<file path="src/rtl/div_bcd_pkg.sv">
// Shared types and sizing constants for the divider-result BCD converter.
package div_bcd_pkg;

    typedef enum logic [1:0] {
        IDLE   = 2'd0,
        CONV_Q = 2'd1,
        CONV_R = 2'd2,
        DONE   = 2'd3
    } dbcd_state_t;

    localparam int DBCD_W      = 16;
    localparam int DBCD_DIGITS = 5;
    localparam int DBCD_BCD_W  = 4 * DBCD_DIGITS;
    localparam int DBCD_CNT_W  = $clog2(DBCD_W);

endpackage

</file>
<file path="src/rtl/div_result_bcd_dd_step.sv">
// One double-dabble iteration over {bcd, binary}: add 3 to every BCD nibble >= 5,
// then shift the whole working register left by one.
module dd_step #(
    parameter int W      = 16,
    parameter int DIGITS = 5
) (
    input  logic [4*DIGITS+W-1:0] i_work,
    output logic [4*DIGITS+W-1:0] o_work
);

    logic [4*DIGITS+W-1:0] w_adj;

    always_comb begin
        w_adj = i_work;
        for (int d = 0; d < DIGITS; d++) begin
            if (i_work[W+4*d +: 4] >= 4'd5)
                w_adj[W+4*d +: 4] = i_work[W+4*d +: 4] + 4'd3;
        end
        o_work = {w_adj[4*DIGITS+W-2:0], 1'b0};
    end

endmodule

</file>
<file path="src/rtl/div_result_bcd.sv">
// Captures one quotient/remainder pair and converts both to packed BCD,
// one double-dabble iteration per clock, with valid/ready on both sides.
module div_result_bcd
    import div_bcd_pkg::*;
#(
    parameter int W      = DBCD_W,
    parameter int DIGITS = DBCD_DIGITS
) (
    input  logic                clk,
    input  logic                rst,
    input  logic                in_valid,
    output logic                in_ready,
    input  logic [W-1:0]        quotient,
    input  logic [W-1:0]        remainder,
    output logic                out_valid,
    input  logic                out_ready,
    output logic [4*DIGITS-1:0] q_bcd,
    output logic [4*DIGITS-1:0] r_bcd,
    output logic                busy
);

    localparam int BCD_W  = 4 * DIGITS;
    localparam int CNT_W  = $clog2(W);
    localparam int WORK_W = BCD_W + W;

    dbcd_state_t       r_state;
    dbcd_state_t       w_next;
    logic [CNT_W-1:0]  r_cnt;
    logic [W-1:0]      r_q_sh;
    logic [W-1:0]      r_r_sh;
    logic [BCD_W-1:0]  r_acc;
    logic [BCD_W-1:0]  r_qres;
    logic [BCD_W-1:0]  r_q_bcd;
    logic [BCD_W-1:0]  r_r_bcd;
    logic [WORK_W-1:0] w_work_in;
    logic [WORK_W-1:0] w_work_out;
    logic              w_last;

    // The single step instance is shared: the binary field selects the active shadow.
    assign w_work_in = (r_state == CONV_R) ? {r_acc, r_r_sh} : {r_acc, r_q_sh};
    assign w_last    = (r_cnt == CNT_W'(W - 1));

    dd_step #(.W(W), .DIGITS(DIGITS)) u_step (
        .i_work (w_work_in),
        .o_work (w_work_out)
    );

    always_ff @(posedge clk or posedge rst) begin
        if (rst) r_state <= IDLE;
        else     r_state <= w_next;
    end

    always_comb begin
        w_next = r_state;
        case (r_state)
            IDLE:    if (in_valid)  w_next = CONV_Q;
            CONV_Q:  if (w_last)    w_next = CONV_R;
            CONV_R:  if (w_last)    w_next = DONE;
            DONE:    if (out_ready) w_next = IDLE;
            default:                w_next = IDLE;
        endcase
    end

    always_ff @(posedge clk or posedge rst) begin
        if (rst) begin
            r_cnt   <= '0;
            r_q_sh  <= '0;
            r_r_sh  <= '0;
            r_acc   <= '0;
            r_qres  <= '0;
            r_q_bcd <= '0;
            r_r_bcd <= '0;
        end else begin
            case (r_state)
                IDLE: begin
                    if (in_valid) begin
                        r_q_sh <= quotient;
                        r_r_sh <= remainder;
                        r_acc  <= '0;
                        r_cnt  <= '0;
                    end
                end
                CONV_Q: begin
                    r_q_sh <= w_work_out[W-1:0];
                    r_cnt  <= r_cnt + CNT_W'(1);
                    r_acc  <= w_work_out[WORK_W-1:W];
                    if (w_last) begin
                        r_qres <= w_work_out[WORK_W-1:W];
                        r_acc  <= '0;
                        r_cnt  <= '0;
                    end
                end
                CONV_R: begin
                    r_r_sh <= w_work_out[W-1:0];
                    r_cnt  <= r_cnt + CNT_W'(1);
                    r_acc  <= w_work_out[WORK_W-1:W];
                    if (w_last) begin
                        r_q_bcd <= r_qres;
                        r_r_bcd <= w_work_out[WORK_W-1:W];
                    end
                end
                default: ;
            endcase
        end
    end

    assign in_ready  = (r_state == IDLE);
    assign out_valid = (r_state == DONE);
    assign busy      = (r_state == CONV_Q) || (r_state == CONV_R);
    assign q_bcd     = r_q_bcd;
    assign r_bcd     = r_r_bcd;

endmodule

</file>
<file path="config.mk">
export PLATFORM = sky130hd
export DESIGN_NAME = div_result_bcd
export DESIGN_NICKNAME = d
export VERILOG_FILES = /design/src/rtl/div_bcd_pkg.sv /design/src/rtl/div_result_bcd_dd_step.sv /design/src/rtl/div_result_bcd.sv
export SDC_FILE = /design/constraint.sdc
export NUM_CORES = 1
export LEC_CHECK = 0
export ABC_AREA = 0
export BUFFER_PORTS_ARGS = -buffer_cell sky130_fd_sc_hd__buf_4
export CORE_UTILIZATION = 61
export DETAILED_ROUTE_END_ITERATION = 16
export GPL_ROUTABILITY_DRIVEN = 0
export PLACE_DENSITY = 0.84
export RECOVER_POWER = 50
export SLEW_MARGIN = 15
export SYNTH_ARGS = -nofsm -noshare
export SYNTH_HDL_FRONTEND = slang
export SYNTH_SLANG_ARGS = --single-unit
export TNS_END_PERCENT = 5
</file>
<file path="constraint.sdc">
create_clock -name clk -period 10.5 [get_ports clk]
set_clock_uncertainty 0.2 [all_clocks]
set_input_delay 1.575 -clock clk [delete_from_list [all_inputs] [get_ports clk]]
set_output_delay 1.575 -clock clk [all_outputs]
set_load 0.02 [all_outputs]
</file>
## After elaboration in Yosys (flattened, before gate mapping)

Cells that the tools add are included.
Widths: inputs -> output; s select.

| storage, ports and cells | value |
|---|---|
| flip-flop bits (word level) | 118 |
| latch bits | 0 |
| RAM bits | 0 |
| bits in read-only memories | 0 |
| input port bits | 36 |
| output and inout port bits | 43 |
| logic and storage cells | 59 |
| memories kept | 0 |

| cells by class | value |
|---|---|
| $add $sub $neg | 6 |
| $mul | 0 |
| divide/modulo/power cells | 0 |
| magnitude comparators | 5 |
| equality and inequality tests | 8 |
| shifts and indexed selects | 0 |
| multiplexer cells | 21 |
| bitwise operators | 0 |
| reduce and logical (&&, ||, !) cells | 11 |

Operator list:

| kind | count |
|---|---|
| $pmux 16 s2 | 2 |
| $pmux 20 s3 | 1 |
| $mux 16 | 3 |
| $mux 20 | 2 |
| $mux 4 | 6 |
| $ge 4x3->1 const B | 5 |
| $add 4x2->4 const B | 4 |
| $pmux 4 s3 | 1 |
| $reduce_and 2->1 | 5 |
| $mux 2 | 4 |
| $pmux 2 s4 | 1 |
| $ne 2x2->1 const B | 3 |
| $add 4x1->4 const B | 1 |
| $eq 2x2->1 const B | 2 |
| $eq 4x4->1 const B | 1 |
| $reduce_and 4->1 | 1 |
| $reduce_bool 2->1 | 2 |
| $add 3x2->3 const B | 1 |
| $mux 3 | 1 |
| $reduce_bool 3->1 | 1 |
| $eq 2x1->1 const B | 1 |
| $logic_not 2->1 | 1 |
| $ne 2x1->1 const B | 1 |
| $logic_or 1x1->1 | 1 |

## Logic depth before layout (Yosys ltp)

Gate-level depths: netlist (run 1).

| depth | value |
|---|---|
| depth after elaboration | 4 |
| mapped depth | 9 |
| mapped depth without buffers | 6 |

## Cells and area by module

A second synthesis (run 1) with hierarchy kept.

| second synthesis, totals | value |
|---|---|
| cells, all modules | 468 |
| area total of the unflattened synthesis | 5641.7 sq um |

Modules (own cells, without submodules):

| module | instances | cells each | area an instance (sq um) | seq. area each (sq um) |
|---|---|---|---|---|
| div_result_bcd | 1 | 374 | 5023.6 | 2952.8 |
| dd_step | 1 | 94 | 618.1 | 0.0 |

## Worst setup path after synthesis (run 1)

Ideal clock, no wire load.

| path | value |
|---|---|
| path kind | input port to flip-flop |
| from | in in_valid |
| to | reg r_acc[17] |
| data arrival time | 2.379 ns |
| required time | 10.169 ns |
| path slack | 7.790 ns |
| cell stages on the path | 5 |
| path buffers | 2 |
| cell sequence | nand2b_1 nor2b_1 clkbuf_1 buf_2 o22ai_2 |

| between the ends | value |
|---|---|
| longest elaborated chain between the ends | 2 |

RTL lines:

| what | line | RTL |
|---|---|---|
| start: declaration | div_result_bcd.sv:11 | `input logic in_valid,` |
| $ne 2x2->1 (no line) | - |  |
| $reduce_and 2->1 (no line) | - |  |
| end signal: assignment | div_result_bcd.sv:86 | `r_acc <= w_work_out[WORK_W-1:W];` |
| end signal: assignment | div_result_bcd.sv:96 | `r_acc <= w_work_out[WORK_W-1:W];` |
| end: declaration | div_result_bcd.sv:31 | `logic [BCD_W-1:0] r_acc;` |

No other way between the ends.
A chain may end at the register's enable or synchronous reset.

## Worst setup path after layout (run 1)

| path | value |
|---|---|
| from | reg r_state[0] |
| to | reg r_cnt[0] |

| between the ends | value |
|---|---|
| longest elaborated chain between the ends | 3 |
| elaborated cells between the ends (all ways) | 7 |
| those cells by class | eq/ne: 3; mux: 1; reduce/logical: 3 |

RTL lines:

| what | line | RTL |
|---|---|---|
| start: declaration | div_result_bcd.sv:26 | `dbcd_state_t r_state;` |
| start signal: assignment | div_result_bcd.sv:50 | `else r_state <= w_next;` |
| $eq 2x2->1, or another cell as far along | div_result_bcd.sv:74 | `case (r_state)` |
| $reduce_bool 3->1 (no line) or $ne 2x2->1 (tied branches) | - |  |
| $reduce_and 2->1 (no line) | - |  |
| end signal: assignment | div_result_bcd.sv:85 | `r_cnt <= r_cnt + CNT_W'(1);` |
| end signal: assignment | div_result_bcd.sv:95 | `r_cnt <= r_cnt + CNT_W'(1);` |
| end: declaration | div_result_bcd.sv:28 | `logic [CNT_W-1:0] r_cnt;` |

Several ways; a longest one is shown, not always the timed one.

==> results of run 1 <==
-- how the worst min path moves through the flow --
stage / start / cells after the start / endpoint / slack (ns)
floorplan: r_qres[0] / 2 / r_qres[0] / 0.25
global placement: r_qres[13] / 2 / r_qres[13] / 0.26
detailed placement: r_qres[10] / 2 / r_qres[10] / 0.27
CTS: r_qres[10] / 2 / r_qres[10] / 0.28
global route: r_qres[18] / 2 / r_qres[18] / 0.29
finish: r_qres[10] / 2 / r_qres[10] / 0.27
-- worst min-delay path, stage by stage, from the launching register on --
cell	delay [ns]
sky130_fd_sc_hd__dfrtp_1	0.34
sky130_fd_sc_hd__nand2_1	0.04
sky130_fd_sc_hd__o21ai_0	0.05
-- sequential cells by signal, indices dropped and copies added, names as in the netlist --
name,count
q_bcd,20
r_acc,20
r_bcd,20
r_cnt,4
r_q_sh,16
r_qres,20
r_r_sh,16
r_state,2
-- kinds of logic (layout without fill, tap and decap cells) --
| logic type | after synthesis | count (layout) | share of synthesized area |
|---|---|---|---|
| adders and majority gates | 16 | 16 | 0.0368 |
| AOI/OAI and AO/OA | 139 | 139 | 0.154 |
| buffers and inverters | 42 | 132 | 0.0371 |
| xor gates and xnor gates | 5 | 5 | 0.00806 |
| and+or+nand+nor | 127 | 127 | 0.104 |
| DFF | 118 | 118 | 0.543 |
| muxes | 60 | 60 | 0.117 |
-- Yosys cell counts --
cell	instances	area (sq um)
sky130_fd_sc_hd__dfrtp_1	118	2950
sky130_fd_sc_hd__o21ai_0	100	500
sky130_fd_sc_hd__nand2_1	96	360
sky130_fd_sc_hd__mux2i_1	33	330
sky130_fd_sc_hd__mux2_2	27	304
sky130_fd_sc_hd__ha_1	16	200
sky130_fd_sc_hd__a21oi_1	14	70.1
sky130_fd_sc_hd__clkbuf_1	14	52.6
sky130_fd_sc_hd__inv_1	13	48.8
sky130_fd_sc_hd__nand2b_1	10	62.6
sky130_fd_sc_hd__nor3b_1	10	75.1
sky130_fd_sc_hd__o22ai_2	10	125
sky130_fd_sc_hd__buf_2	8	40.0
sky130_fd_sc_hd__a32o_1	5	50.1
sky130_fd_sc_hd__o31ai_1	5	37.5
sky130_fd_sc_hd__xnor2_1	5	43.8
sky130_fd_sc_hd__buf_4	4	30.0
sky130_fd_sc_hd__nand3_1	3	15.0
sky130_fd_sc_hd__buf_6	2	22.5
sky130_fd_sc_hd__nand4_1	2	12.5
sky130_fd_sc_hd__nor2_1	2	7.51
sky130_fd_sc_hd__a22o_1	1	8.76
sky130_fd_sc_hd__clkbuf_4	1	7.51
sky130_fd_sc_hd__nand3_2	1	10.0
sky130_fd_sc_hd__nor2b_1	1	6.26
sky130_fd_sc_hd__o211ai_1	1	7.51
sky130_fd_sc_hd__o21a_4	1	15.0
sky130_fd_sc_hd__o21ai_4	1	16.3
sky130_fd_sc_hd__o2bb2ai_1	1	8.76
sky130_fd_sc_hd__or2_1	1	6.26
sky130_fd_sc_hd__or4_1	1	7.51
-- stage by stage --
step | total power, W | hold WS (ns) | util
2_1_floorplan | 0.000953 | 0.246 | -
3_3_place_gp | 0.00102 | 0.261 | 0.701
3_5_place_dp | 0.00105 | 0.266 | 0.701
4_1_cts | 0.00164 | 0.279 | 0.771
5_1_grt | 0.00173 | 0.294 | 0.767
6_report | 0.00164 | 0.272 | 0.767
-- where the power goes --
group | switching [W] | internal [W] | leakage (nW)
Sequential | 0.0000523 | 0.000528 | 1.59
Combinational | 0.000284 | 0.000182 | 1.20
Clock | 0.000215 | 0.000376 | 0.287
-- per-layer routing --
metal | global-route usage | up-vias
li1 | - | 1920
met4 | 0.0919 | 0
met1 | 0.335 | 1969
met2 | 0.420 | 95
met5 | 0 | -
met3 | 0.0595 | 17
-- cell type report --
cell class | instances | area (sq um) | area share
clock buffers | 19 | 442 | 0.0664
repair buffers | 87 | 631 | 0.0947
flip-flops and latches | 118 | 2950 | 0.444
well taps | 108 | 135 | 0.0203
multi-input cells | 347 | 2280 | 0.342
inverters | 13 | 50.0 | 0.00752
clock inverters | 13 | 169 | 0.0254
==> flow_results.org, run 1 <==
** Critical path
- Critical path cell sequence :: inv_1, ha_1, clkbuf_1, o21ai_0, or2_1, o21ai_0
- Worst R2R Setup Slack :: 5.75 ns
- At the worst endpoint, the required time is 10.71 ns.
- For the worst flop-to-flop path, the logic depth is 6.
- CP max FO :: 39
- Setup crit end :: r_cnt[0]
- The critical path is of the flip-flop to flip-flop type.
- Kind of start point of the critical path :: flip-flop
- The worst register-to-register path ends at r_cnt[0].
- In this design, the largest share of critical-path delay is due to buffers and inverters.
- The critical path crosses 6 cells after its start point.
- The worst register-to-register path begins at r_state[0].
- Capturing element type of the critical path :: flip-flop
- Crit-path slowest cell :: sky130_fd_sc_hd__clkbuf_1
- Critical path buffers and inverters :: 2
- Data on the critical path arrives at its endpoint at 4.96 ns.
- Delay of the slowest cell on the worst path :: 1.75 ns
- Crit path top cell by count :: sky130_fd_sc_hd__o21ai_0
- Tracing the worst setup path back leads to its startpoint at r_state[0].

** STA
- Highest achievable clock rate :: 211 MHz
- Of the available clock period, the critical path in the final layout requires 0.452.
- Headroom to the max-slew limit came out at -0.663.
- The number of endpoints with negative hold slack in the final report was 0.
- Time the final worst path needs with I/O delays and setup :: 4.75 ns
- Setup repair after global routing left no endpoint under its margin.
- Setup violations remaining at the end of the flow were counted as 0.
- Once routing completed, OpenROAD measured the worst setup slack at 5.75 ns.
- Max-slew violation total from the final report :: 98
- For the pin with the worst max-slew slack, the measured transition is 2.49 ns.
- After routing, the total negative slack on setup checks comes to 0 ns.

** Power and ir drop
- In this run the power density over the cells is 246 nW/um^2.
- VDD sags by at most 210 uV.
- The analysis attributes to cell leakage a power of 3.08 nW.

** Routing
- Met3 Routed Length :: 465 um
- The first detailed-routing pass took 4 iterations.
- Dividing the detail-routed wire length by the instance count gives 15.8 um.
- Number of design-rule violations left by the first detailed-router iteration :: 240
- Dividing the detail-routed via count by the number of cells gives 5.68.
- Antenna Nets Post-Route :: 0
- Routed metal-1 wirelength :: 4.84 mm
- Via count :: 4001
- The highest layer touched by signal routing is met4.
- The final layout contains routed wiring with a total length of 11.1 mm.
- DRC :: 0
- The routed design uses 5.68 mm of met2 wire.

** Hold path
- Hold WC Path Type :: flip-flop to flip-flop

** Clock network
- In this run, CTS created clock tree buffers numbering 17.
- The H-tree was split into 4 levels.
- Post-CTS repair changed the size of 0 cells.
- Clock Latency Late Sink :: 0.52 ns
- TritonCTS built the clock tree.
- Sink Count :: 118
- Count of hold buffers inserted by post-cts repair :: 0
- Clock-pin slew was measured on the worst setup and hold paths at 0.06 ns.
- Clock tree root driver cell :: sky130_fd_sc_hd__clkbuf_8
- Number of buffers inserted to repair setup after CTS :: 0
- Counting along the longest clock path gives a buffer depth of 2.

** Floorplan
- Die area :: 9290 sq um
- The core region is 8680 sq um.
- Measured along the x axis, the die boundary spans 96.4 um.
- The initial utilization of the core area, before any placement, comes to 0.626.
- The floorplan step set the die height to 96.4 um.
- Pin placement for this block handled 79 I/O pins.
- Row count :: 34

** Global route
- Number of global-route vias before repair :: 3803
- The number of antenna violations at the first check in global routing was 0.
- The first global-routing pass estimated 17.8 mm of wire.
- Combined global-route utilization of all metal layers :: 0.256
- Largest net degree at the start of global routing :: 63
- Global routing finished with a remaining overflow of 0.

** Status
- The final reports fail on capacitance limit, slew limit.
- Outcome :: complete, but fails checks

** Place
- Hpwl dp :: 7.09 mm
- In this run the tool buffered the top-level ports with 78 buffer cells.
- At the placement stage, the worst setup path has a slack of 7.05 ns.
- Placed Instance Area :: 6080 sq um
- In this run, placement finished with an instance count of 673.

** Finish
- Final non-filler cell area :: 6660 sq um
- The filler cells instantiated in the layout total 560.
- The library cell used most frequently in the layout, excluding fill and tap cells, is sky130_fd_sc_hd__dfrtp_1.
- Area growth syn-to-layout :: 22.5%
- Fraction of final layout cells sized beyond drive strength 1 :: 0.260
- At the end of the flow, the number of nets in the layout was 636.
- Highest-count cells in the layout ignoring fill and taps :: sky130_fd_sc_hd__dfrtp_1, sky130_fd_sc_hd__o21ai_0, sky130_fd_sc_hd__nand2_1, sky130_fd_sc_hd__buf_4, sky130_fd_sc_hd__mux2i_1
- Excluding fillers, the count of instances in the completed layout stands at 705.
- Number of inserted diodes :: 0

** Synthesis
- Fraction of the yosys area taken by sequential cells :: 0.543
- Number of library cell types mapped by synthesis :: 31
- Synthesis inferred 118 register bits.
- Syn. warnings :: 0
- When the netlist entered floorplanning its net count stood at 559.
- Gate Count Post-Synth :: 507
- The average instance in the mapped netlist occupies 10.7 sq um.
- Total standard cell area after synthesis :: 5440 sq um

** Run
- Max-cap check violation count :: 2
(Power assumes the default switching activity.)
==> run 2: changes to the inputs <==
ABC_AREA = 1   (was 0)
CORE_UTILIZATION = 57   (was 61)
PLACE_DENSITY = 0.79   (was 0.84)
clock period = 4.56 ns   (was 10.5 ns; I/O delays follow)
==> run 2 against run 1 <==
Effect of this change: the flow still finishes with violations (capacitance limit, slew limit); routed wire length grew 13%; non-clock buffer count is 4 lower; total power up 120%; count of clock-buffer cells in the layout did not move; cell count is 27% higher; register-to-register slack lost 4.3 ns; sequential cell count did not move; global-route usage up 1.7 points; via count grew 18%; first-iteration DRC count increased by 28%; area after synthesis rose by 1.7%; critical path type is now input port to asynchronous set/reset pin; critical endpoint is now r_qres[2]; highest routed layer unchanged.
==> flow_results.org, run 2 <==
** Synthesis
- Fraction of post-synthesis cell area in the top cell type by area :: 0.534 (-0.00886)
- Among all flip-flop cells after synthesis, the most frequent one is sky130_fd_sc_hd__dfrtp_1.
- The fraction of registers with async set/reset was 1.00 (unchanged).
- The mean post-synth cell area is 8.14 sq um (-24%).
- Xor and xnor area share after synthesis :: 0.00159 (-0.00647)
- Most area-hungry cell type in the Yosys netlist :: sky130_fd_sc_hd__dfrtp_1
- The multiplexer area fraction after synthesis came to 0 (-0.117).
- The post-synthesis cell type count came to 24 (-23%).
- Leading post-synthesis cells by cell area :: sky130_fd_sc_hd__dfrtp_1, sky130_fd_sc_hd__nand2_1, sky130_fd_sc_hd__inv_1
- The number of enable-type register cells in the synthesized netlist was 0 (unchanged).
- After synthesis, the largest family of logic cells by area is simple AND/OR/NAND/NOR gates.
- The Yosys warning count came to 0 (unchanged).
- Total standard cell area after synthesis :: 5530 sq um (+1.7%)
- The compound-gate portion of the synthesized area came to 0.107 (-0.0478).
- The simple logic cell fraction of the synthesized area was 0.249 (+0.146).
- The synthesized instance count came to 679 (+34%).
- Library cell with the highest instance count after synthesis :: sky130_fd_sc_hd__nand2_1
- Most common library cells after synthesis :: sky130_fd_sc_hd__nand2_1, sky130_fd_sc_hd__dfrtp_1, sky130_fd_sc_hd__inv_1, sky130_fd_sc_hd__o21ai_0, sky130_fd_sc_hd__nor2_1
- Adder and majority cell fraction of the synthesized area :: 0.0362 (-0.000601)
- Synthesized net count :: 731 (+31%)
- Fraction of the yosys area taken by sequential cells :: 0.534 (-0.00886)
- Number of synthesized register bits :: 118 (unchanged)

** STA
- The number of max-slew violations in the final report came to 82 (-16%).
- Max_slew headroom :: -1.00 (-0.339)
- Dividing the final minimum period by the clock period gives 0.693.
- The transition time at the pin with the least slew margin came to 3.00 ns (+0.506 ns).
- The final sum of negative setup slack was 0 ns (unchanged).
- Crit path setup slack, layout :: 1.40 ns (-4.35 ns)
- Timing would allow up to 316 MHz.
- Final count of hold timing violations :: 0 (unchanged)
- Setup repair after global routing missed its margin :: no
- The smallest clock period supported by the final layout is computed as 3.16 ns.
- The total setup violations reported at the end of the flow came to 0 (unchanged).

** Critical path
- The required time of the worst setup path is 4.32 ns (-6.39 ns).
- Crit path DAT :: 2.92 ns (-2.04 ns)
- For this design, the slowest cell found on the critical path is sky130_fd_sc_hd__inv_1.
- Cell family contributing the most delay on the critical path :: buffers and inverters
- The endpoint identified for the worst register-to-register timing path is r_bcd[8].
- The cell depth of the worst flop-to-flop path is 8 (+2).
- Capturing element type of the critical path :: asynchronous set/reset pin
- Delay of the slowest cell on the worst path :: 2.08 ns (+0.33 ns)
- The worst register-to-register path begins at r_state[0].
- By startpoint and endpoint, the worst setup path is classified as input port to asynchronous set/reset pin.
- STA classifies the critical path startpoint as an input port.
- Walking the worst path, the cells encountered are clkbuf_4, inv_1.
- CP max FO :: 81 (+110%)
- The buffering stage count on the worst path with inverters included came to 2 (unchanged).
- The worst-case register-to-register setup slack was 1.45 ns (-4.30 ns).

** Floorplan
- The area enclosed by the die boundary came to 10100 sq um (+8.6%).
- Die Span Y :: 100 um (+4.2%)
- The boundary pin count came to 79 (unchanged).
- The core outline area was 9330 sq um (+7.5%).
- The number of placement rows was 35 (+2.9%).
- The horizontal extent of the die came to 100 um (+4.2%).
- Initial standard-cell utilization of the core :: 0.592 (-0.0339)

** Clock network
- Clock tree root driver cell :: sky130_fd_sc_hd__clkbuf_8
- The number of resized instances in the post-cts repair step was 0 (unchanged).
- The total number of H-tree levels was 4 (unchanged).
- CTS tree :: done
- The clock latency reported for the late side of the worst-skew pair came to 0.52 ns (about the same).
- Number of buffers inserted to repair setup after CTS :: 0 (unchanged)
- The clock-pin slew on the worst setup and hold paths is 0.06 ns (about the same).
- The total clock sinks came to 118 (unchanged).
- The number of hold buffers added after CTS came to 0 (unchanged).
- The TritonCTS buffer count was 17 (unchanged).
- The buffer levels on the longest clock path came to 2 (unchanged).

** Global route
- Combined global-route utilization of all metal layers :: 0.273 (+0.0173)
- The global-route met1 utilization is 0.346 (+0.0108).
- Number of global-route vias before repair :: 4668 (+23%)
- In this run the most used layer during global routing was met2.
- The number of antenna violations at the first check in global routing is 0 (unchanged).
- Largest net degree at the start of global routing :: 82 (+30%)
- Wire length of the first global-routing pass :: 21.8 mm (+22%)
- Congestion Overflow GR :: 0 (unchanged)
- Met3 global-route usage :: 0.0506 (-0.00884)
- The met2 usage is 0.477 (+0.0577).

** Hold path
- Min-Delay Endpoint :: r_q_sh[0]
- The cell count of the worst hold path is 3 (+1).
- In this run the worst hold path is classified as input port to flip-flop.
- The startpoint identified for the worst hold timing path is quotient[0].

** Routing
- The via density per instance came to 5.30 (-6.6%).
- The DRC violation count after routing is 0 (unchanged).
- Total wirelength of the detailed-routed design :: 12.6 mm (+13%)
- Antenna Nets Post-Route :: 0 (unchanged)
- The first-pass iteration count of the detailed router was 5 (+1).
- The count of vias placed by the detailed router was 4737 (+18%).
- Detail-routed net length per standard cell :: 14.1 um (-11%)
- Number of design-rule violations left by the first detailed-router iteration :: 306 (+28%)

** Power and ir drop
- Cell leakage power :: 3.46 nW (+12%)
- The power density over the cells is 533 nW/um^2 (+120%).
- The worst voltage drop across the vdd grid was 375 uV (+79%).

** Finish
- Most frequent standard cell in the layout excluding fill and tap cells :: sky130_fd_sc_hd__nand2_1
- The fraction of layout instances using a drive strength above 1 is 0.136 (-0.124).
- Compared with the post-synthesis result, the final layout area differs by 19.8%.
- The number of diodes came to 0 (unchanged).
- Final-stage net count :: 804 (+26%)
- The final standard cell utilization of the core came to 0.710 (-0.0572).
- Highest-count cells in the layout ignoring fill and taps :: sky130_fd_sc_hd__nand2_1, sky130_fd_sc_hd__dfrtp_1, sky130_fd_sc_hd__buf_4, sky130_fd_sc_hd__inv_1, sky130_fd_sc_hd__o21ai_0

** Status
- Failing checks :: capacitance limit, slew limit
- The flow ran to the end, but the final reports show violations.

** Run
- The count of maximum capacitance violations is 1 (-1).

** Place
- Hpwl dp :: 8.21 mm (+16%)
- The number of buffers inserted by port buffering was 78 (unchanged).
- Worst slack at placement :: 1.47 ns (-5.58 ns)
[run 2: cell types whose count changed after synthesis, moves of 11 or more]
cell,delta
sky130_fd_sc_hd__a31oi_1,+15
sky130_fd_sc_hd__inv_1,+45
sky130_fd_sc_hd__mux2_2,-27
sky130_fd_sc_hd__mux2i_1,-33
sky130_fd_sc_hd__nand2_1,+189
sky130_fd_sc_hd__nand3_1,+12
sky130_fd_sc_hd__nand4_1,+11
sky130_fd_sc_hd__nor2_1,+28
sky130_fd_sc_hd__o21ai_0,-60
sky130_fd_sc_hd__o21ai_1,+14
sky130_fd_sc_hd__o22ai_1,+15
[run 2: worst register-to-register path, delay by kind of cell, from the launching register on]
kind / cells / cell delay [ns]
buf+inv: 4 / 1.27
flops: 1 / 0.43
fa+ha+maj: 1 / 0.62
simple gates: 3 / 0.48
[run 2: routing by layer]
metal | vias up | part of all wire
li1 | 2313 | -
met1 | 2258 | 0.44
met2 | 152 | 0.50
met3 | 14 | 0.050
met4 | 0 | 0.010
met5 | - | 0
[run 2: worst max-delay path by stage]
| stage | start | endpoint | slack [ns] | depth (start not counted) |
|---|---|---|---|---|
| floorplan | rst | q_bcd[0] | 0.55 | 1 |
| global placement | r_state[0] | r_bcd[3] | 1.54 | 8 |
| detailed placement | r_state[0] | r_bcd[11] | 1.47 | 8 |
| CTS | r_state[0] | r_bcd[11] | 1.44 | 8 |
| global route | rst | r_qres[2] | 0.73 | 2 |
| finish | rst | r_qres[2] | 1.40 | 2 |
[run 2: report_power, final]
part / leakage [nW] / switching (W) / internal, W / total, W
clock network: 0.261 / 0.000506 / 0.000741 / 0.00125
logic: 1.63 / 0.000642 / 0.000319 / 0.000961
registers: 1.57 / 0.000103 / 0.00122 / 0.00132
[run 2: per-stage QoR]
step / cell area (sq um) / hold WS, ns / power (W) / cells
final: 6620 / 0.202 / 0.00353 / 894
after global routing: 6620 / 0.242 / 0.00374 / 894
after global placement: 6150 / 0.256 / 0.00225 / 862
after CTS: 6700 / 0.201 / 0.00353 / 894
after floorplan: 5530 / 0.249 / 0.00209 / 679
after detailed placement: 6150 / 0.259 / 0.00229 / 862
[run 2: cells by family after synthesis]
| logic type | Yosys count |
|---|---|
| simple gates | 347 |
| flops | 118 |
| compound gates | 106 |
| buf+inv | 91 |
| fa+ha+maj | 16 |
| xor+xnor | 1 |
[run 2: cell type report]
type | instances | area, sq um
flip-flops and latches | 118 | 2950
fillers | 719 | 2710
multi-input cells | 470 | 2180
repair buffers | 83 | 544
clock buffers | 19 | 432
inverters | 62 | 233
well taps | 129 | 161
clock inverters | 13 | 123
